===== src/rtl/tx_resp_buffer_pkg.sv =====
// Shared definitions for the TX response buffer: send FSM encoding and
// default FIFO geometry.
package tx_resp_buffer_pkg;

   localparam int DEFAULT_DEPTH      = 8;
   localparam int DEFAULT_DATA_WIDTH = 8;

   typedef enum logic [1:0] {
      ST_IDLE          = 2'd0,
      ST_REQ           = 2'd1,
      ST_WAIT_BUSY_LOW = 2'd2
   } tx_state_e;

endpackage


===== src/rtl/tx_resp_buffer_fifo.sv =====
// Byte FIFO for the TX response buffer: up to three writes and one read per
// cycle, with registered Full/Empty derived from the post-edge count.
module tx_resp_fifo
   import tx_resp_buffer_pkg::*;
#(
   parameter int DEPTH      = DEFAULT_DEPTH,
   parameter int DATA_WIDTH = DEFAULT_DATA_WIDTH,
   localparam int AW        = $clog2(DEPTH),
   localparam int CW        = AW + 1
) (
   input  logic                       i_clk,
   input  logic                       i_rst_n,
   input  logic [1:0]                 i_wr_num,
   input  logic [2:0][DATA_WIDTH-1:0] i_wr_data,
   input  logic                       i_rd_en,
   output logic [DATA_WIDTH-1:0]      o_rd_data,
   output logic [CW-1:0]              o_count,
   output logic                       o_full,
   output logic                       o_empty
);

   logic [DATA_WIDTH-1:0] r_mem [DEPTH];
   logic [AW-1:0]         r_wr_ptr;
   logic [AW-1:0]         r_rd_ptr;
   logic [CW-1:0]         r_count;
   logic                  r_full;
   logic                  r_empty;
   logic [CW-1:0]         w_count_nxt;

   // The caller only ever writes what fits, so the count cannot wrap.
   assign w_count_nxt = r_count + CW'(i_wr_num) - CW'(i_rd_en);

   // NOTE: storage is deliberately not reset; valid data is tracked by the
   // pointers and count, so clearing the array would only cost reset fan-out.
   always_ff @(posedge i_clk) begin
      for (int k = 0; k < 3; k++) begin
         if (k < int'(i_wr_num)) begin
            r_mem[r_wr_ptr + AW'(k)] <= i_wr_data[k];
         end
      end
   end

   // NOTE: sequential state uses non-blocking assignments so every register
   // samples pre-edge values regardless of process ordering.
   always_ff @(posedge i_clk or negedge i_rst_n) begin
      if (!i_rst_n) begin
         r_wr_ptr <= '0;
         r_rd_ptr <= '0;
         r_count  <= '0;
         r_full   <= 1'b0;
         r_empty  <= 1'b1;
      end else begin
         r_wr_ptr <= r_wr_ptr + AW'(i_wr_num);
         if (i_rd_en) begin
            r_rd_ptr <= r_rd_ptr + AW'(1);
         end
         r_count <= w_count_nxt;
         r_full  <= (w_count_nxt == CW'(DEPTH));
         r_empty <= (w_count_nxt == '0);
      end
   end

   assign o_rd_data = r_mem[r_rd_ptr];
   assign o_count   = r_count;
   assign o_full    = r_full;
   assign o_empty   = r_empty;

endmodule


===== src/rtl/tx_resp_buffer.sv =====
// Response buffer between the system controller and the UART TX path.
// Optional sticky drop flag enabled by defining TX_RESP_OVF_FLAG_EN.
module tx_resp_buffer
   import tx_resp_buffer_pkg::*;
#(
   parameter int DEPTH      = DEFAULT_DEPTH,
   parameter int DATA_WIDTH = DEFAULT_DATA_WIDTH
) (
   input  logic                    CLK,
   input  logic                    RST,
   input  logic [2*DATA_WIDTH-1:0] ALU_OUT,
   input  logic                    ALU_OUT_VLD,
   input  logic [DATA_WIDTH-1:0]   RdData,
   input  logic                    RdData_VLD,
   input  logic                    Busy,
   output logic [DATA_WIDTH-1:0]   TX_P_Data,
   output logic                    TX_D_VLD,
   output logic                    Full,
   output logic                    Empty,
   output logic                    Overflow,
   input  logic                    Ovf_Clr
);

   localparam int CW = $clog2(DEPTH) + 1;

   logic [CW-1:0]                w_count;
   logic [CW-1:0]                w_free;
   logic [CW-1:0]                w_free_after_alu;
   logic                         w_alu_ok;
   logic                         w_rd_ok;
   logic                         w_drop;
   logic [1:0]                   w_wr_num;
   logic [2:0][DATA_WIDTH-1:0]   w_wr_data;
   logic [DATA_WIDTH-1:0]        w_head;
   logic                         w_empty;
   logic                         w_pop;
   tx_state_e                    r_state;
   tx_state_e                    w_state_nxt;
   logic [DATA_WIDTH-1:0]        r_tx_data;

   // Admission is whole-item; free space is taken before any same-cycle pop.
   assign w_free           = CW'(DEPTH) - w_count;
   assign w_alu_ok         = ALU_OUT_VLD && (w_free >= CW'(2));
   assign w_free_after_alu = w_alu_ok ? (w_free - CW'(2)) : w_free;
   assign w_rd_ok          = RdData_VLD && (w_free_after_alu != '0);
   assign w_drop           = (ALU_OUT_VLD && !w_alu_ok) || (RdData_VLD && !w_rd_ok);

   // NOTE: every output of a combinational block gets a default first, so no
   // path leaves it unassigned and no latch is inferred.
   always_comb begin
      w_wr_num  = 2'd0;
      w_wr_data = '0;
      if (w_alu_ok) begin
         w_wr_data[0] = ALU_OUT[DATA_WIDTH-1:0];
         w_wr_data[1] = ALU_OUT[2*DATA_WIDTH-1:DATA_WIDTH];
         w_wr_data[2] = RdData;
         w_wr_num     = w_rd_ok ? 2'd3 : 2'd2;
      end else if (w_rd_ok) begin
         w_wr_data[0] = RdData;
         w_wr_num     = 2'd1;
      end
   end

   tx_resp_fifo #(
      .DEPTH      (DEPTH),
      .DATA_WIDTH (DATA_WIDTH)
   ) u_fifo (
      .i_clk     (CLK),
      .i_rst_n   (RST),
      .i_wr_num  (w_wr_num),
      .i_wr_data (w_wr_data),
      .i_rd_en   (w_pop),
      .o_rd_data (w_head),
      .o_count   (w_count),
      .o_full    (Full),
      .o_empty   (w_empty)
   );

   assign Empty = w_empty;

   always_ff @(posedge CLK or negedge RST) begin
      if (!RST) begin
         r_state <= ST_IDLE;
      end else begin
         r_state <= w_state_nxt;
      end
   end

   always_comb begin
      w_state_nxt = r_state;
      unique case (r_state)
         ST_IDLE:          if (!w_empty) w_state_nxt = ST_REQ;
         ST_REQ:           if (Busy)     w_state_nxt = ST_WAIT_BUSY_LOW;
         ST_WAIT_BUSY_LOW: if (!Busy)    w_state_nxt = ST_IDLE;
         default:                        w_state_nxt = ST_IDLE;
      endcase
   end

   // Busy already high on entry to REQ counts as acceptance of the byte.
   always_comb begin
      w_pop    = (r_state == ST_IDLE) && !w_empty;
      TX_D_VLD = (r_state == ST_REQ);
   end

   always_ff @(posedge CLK or negedge RST) begin
      if (!RST) begin
         r_tx_data <= '0;
      end else if (w_pop) begin
         r_tx_data <= w_head;
      end
   end

   assign TX_P_Data = r_tx_data;

`ifdef TX_RESP_OVF_FLAG_EN
   logic r_overflow;

   // A drop in the same cycle as a clear keeps the flag set.
   always_ff @(posedge CLK or negedge RST) begin
      if (!RST) begin
         r_overflow <= 1'b0;
      end else if (w_drop) begin
         r_overflow <= 1'b1;
      end else if (Ovf_Clr) begin
         r_overflow <= 1'b0;
      end
   end

   assign Overflow = r_overflow;
`else
   logic w_ovf_unused;

   assign w_ovf_unused = Ovf_Clr ^ w_drop;
   assign Overflow     = 1'b0;
`endif

endmodule


===== config.mk =====
export PLATFORM = sky130hd
export DESIGN_NAME = tx_resp_buffer
export DESIGN_NICKNAME = d
export VERILOG_FILES = /design/src/rtl/tx_resp_buffer_pkg.sv /design/src/rtl/tx_resp_buffer_fifo.sv /design/src/rtl/tx_resp_buffer.sv
export SDC_FILE = /design/constraint.sdc
export NUM_CORES = 1
export LEC_CHECK = 0
export ABC_AREA = 0
export CAP_MARGIN = 20
export CORE_AREA = 5 5 105 107
export CTS_CLUSTER_SIZE = 40
export DETAILED_ROUTE_END_ITERATION = 6
export DIE_AREA = 0 0 110 112
export HOLD_SLACK_MARGIN = 0.15
export PLACE_DENSITY = 0.84
export SLEW_MARGIN = 10
export SYNTH_ARGS = -nofsm -noshare
export SYNTH_HDL_FRONTEND = slang
export SYNTH_SLANG_ARGS = --single-unit

===== constraint.sdc =====
create_clock -name CLK -period 5.2 [get_ports CLK]
set_input_delay 0.52 -clock CLK [delete_from_list [all_inputs] [get_ports CLK]]
set_output_delay 0.52 -clock CLK [all_outputs]
set_load 0.005 [all_outputs]

==> results.md <==
* Top cells by area in the synthesized netlist: edfxtp_1, mux2_2, mux2_4, dfrtp_1, mux4_2
* Layout fillers at 755
* Fmax at between 0.2 and 0.3 GHz
* Synth Cell Area at between 5000 and 6000 µm²
* Critical path type: register to register
* Global-route wire length before repair at 21,000 µm
* Antenna violations before repair at 0
* Worst R2R Start: u_fifo.o_count[0]
* Initial Util at 57.5%
* Primary FF master, synth: edfxtp_1
* Post-route antenna net violation count at 0
* Worst hold path class: primary input to async pin
* Via density at roughly 6.4
* Skew final at around 0.0070 ns
* Pre-antenna DRT Iters at 5
* Slew at the pin closest to its max-slew limit at between 1 and 1.5 ns
* Fin util at about 64%
* Worst skew pair latency at between 0.3 and 0.4 ns
* DIE HEIGHT at 112 µm
* Largest net degree at the start of global routing at 23
* Initial drt markers at approximately 300
* P_leak at approximately 2.5 nW
* FF-to-FF End: u_fifo.r_mem[6][4]
* CP max FO at 12
* Share of layout cells above drive strength 1 at 42.5%
* Critical Path AT at between 3 and 4 ns
* Total GRT Usage at between 20% and 30%
* Most common cell after layout, fill and taps aside: mux2_2
* Slowest CP cell: a211oi_2
* Nets at roughly 480
* Antenna Cells at 0
* Yosys reg bits at 86
* DP Wirelength at between 9000 and 10,000 µm
* Reg clk slew, reported paths at about 0.080 ns
* Final setup vio count at 0
* Power Dens Cells at 651 nW/µm²
* Post-CTS Resized at 0
* Pins Over Slew Limit at 0
* Std cell rows at 37
* I/O pin count at 42
* Critical path depth in cells at 8
* Hold buffers post-CTS at 0
* Core footprint at between 10,000 and 15,000 µm²
* Status: completed
* Setup slack, reg-to-reg at about 1.2 ns
* RSZ-0062 raised after global routing: no
* Crit path launch type: register
* CTS tree: done
* Fin Setup TNS at 0 ns
* Buffers and inverters on the worst path at 1
* Vias in the first global route at about 3.8k
* Sequential share of the synthesized area at around 43%
* Final period util at 76.5%
* Synth-to-Final Area Change at 11.4%
* Worst EP required at 5.20 ns
* WHS at slightly above 0.5 ns
* Yosys top cell area share at between 30% and 40%
* Mapped Cells at ~410
* Final min period at approximately 4.0 ns
* Port bufs at 39
* Worst Setup SP: u_fifo.o_count[0]
* Maxcap violations at 0
* GRT overflow at 0
* Max-slew headroom at between 20% and 30%
* Yosys warning total at 0
* Peak supply drop at about 500 µV
* Mean Syn Cell Area at around 14 µm²
* Htree depth at 3
* R2R cell count at 8
* Syn nets at between 400 and 500
* Total Wirelength at 13,600 µm
* Root Buffer: clkbuf_8
* Gpl congestion at 0.848
* Worst Setup EP: u_fifo.r_mem[6][4]
* Fin. Hold Viols at 0
* Commonest cells after routing, fill and taps aside: mux2_2, edfxtp_1, clkdlybuf4s50_1
* Crit path max-delay family: simple AND/OR/NAND/NOR gates
* Clock sinks at between 80 and 90
* Crit-path cells: inv_1 > ha_1 > and2b_1 > a211oi_2 > or4_1 > a2bb2o_4 > nand4_4 > nand3_1
* CTS buffer count at 9
* Largest stage delay, worst path at 0.88 ns
* Maximum clock insertion buffer count at 2
* Die area at around 12,000 µm²
* Number of synthesized flops with an enable pin at 64
* Vias at 3,679
* Fraction of registers with async set/reset at 25.6%
* Die width at 110 µm
* # Post-CTS Setup Buffers at 0
* Residual DRC at 0
* Yosys top cell by area: edfxtp_1
* Yosys cell types at 52
* Wire per inst at 23.5 µm
* CP Capture Type: register
## kinds of logic (layout without fill, tap and decap cells)
family / after synthesis / count (layout) / share of synthesized area (%)
other cells: 1 / 1 / 0.0649
buf+inv: 40 / 73 / 3.03
xor+xnor: 10 / 10 / 1.52
flops: 86 / 86 / 42.8
fa+ha+maj: 12 / 12 / 2.86
simple gates: 68 / 68 / 8.62
mux: 161 / 161 / 36.7
compound gates: 31 / 31 / 4.33
## how the worst min path moves through the flow
stage,slack (ns),endpoint,cells past startpoint
after floorplan,0.22,TX_P_Data[0],0
after global placement,0.50,TX_P_Data[7],2
after detailed placement,0.52,TX_P_Data[2],2
after CTS,0.54,TX_P_Data[0],2
after global routing,0.54,r_state[1],1
final,0.51,r_state[1],1
## Yosys cell counts (all sizes together), types with 2 or more instances
cell type,number
nand3b,3
fa,2
o21ai,2
mux2,137
inv,13
xnor2,8
nor3,2
nor2,12
or2,2
o31ai,2
clkbuf,8
a21oi,10
nand2b,2
o311a,8
nand4,9
buf,19
nand2,7
mux2i,8
ha,10
nor2b,7
nand3,19
edfxtp,64
xor2,2
mux4,16
a21boi,2
dfrtp,21
## where the power goes
group | switching (mW) | internal [mW] | leakage (nW)
registers | 0.193 | 1.22 | 0.853
clock network | 0.236 | 0.175 | 0.0776
logic | 1.21 | 1.16 | 1.60
## registers in the layout, indices dropped and copies added, names as in the netlist
name,flops
u_fifo.r_wr_ptr,3
r_state,2
u_fifo.o_count,4
TX_P_Data,8
u_fifo.r_mem,64
u_fifo.o_full,1
u_fifo.o_empty,1
u_fifo.r_rd_ptr,3
## cell type report
type	count	area, µm²	share of cell area, %
Clock inverter	3	21.3	0.331
Timing Repair Buffer	44	439	6.82
Multi-Input combinational cell	283	3140	48.8
Tap cell	136	170	2.64
Clock buffer	13	139	2.16
Sequential cell	86	2470	38.4
Inverter	13	48.8	0.758
## per-stage QoR
step | instances | cell area [µm²] | setup slack [ns] | power [mW]
2_1_floorplan | 409 | 5780 | 2.14 | 3.16
3_3_place_gp | 559 | 6240 | 1.41 | 3.63
3_5_place_dp | 559 | 6240 | 1.20 | 3.76
4_1_cts | 575 | 6400 | 1.18 | 4.17
5_1_grt | 578 | 6430 | 1.03 | 4.44
6_report | 578 | 6430 | 1.22 | 4.19
## metal layers
metal / global-route usage [%] / up-vias / wire (µm)
li1: - / 1631 / -
met1: 32.0 / 1836 / 5530
met2: 36.5 / 182 / 6700
met3: 3.83 / 30 / 1060
met4: 7.32 / 0 / 286
met5: 0 / - / 0
Power figures use the tool's default switching activity.
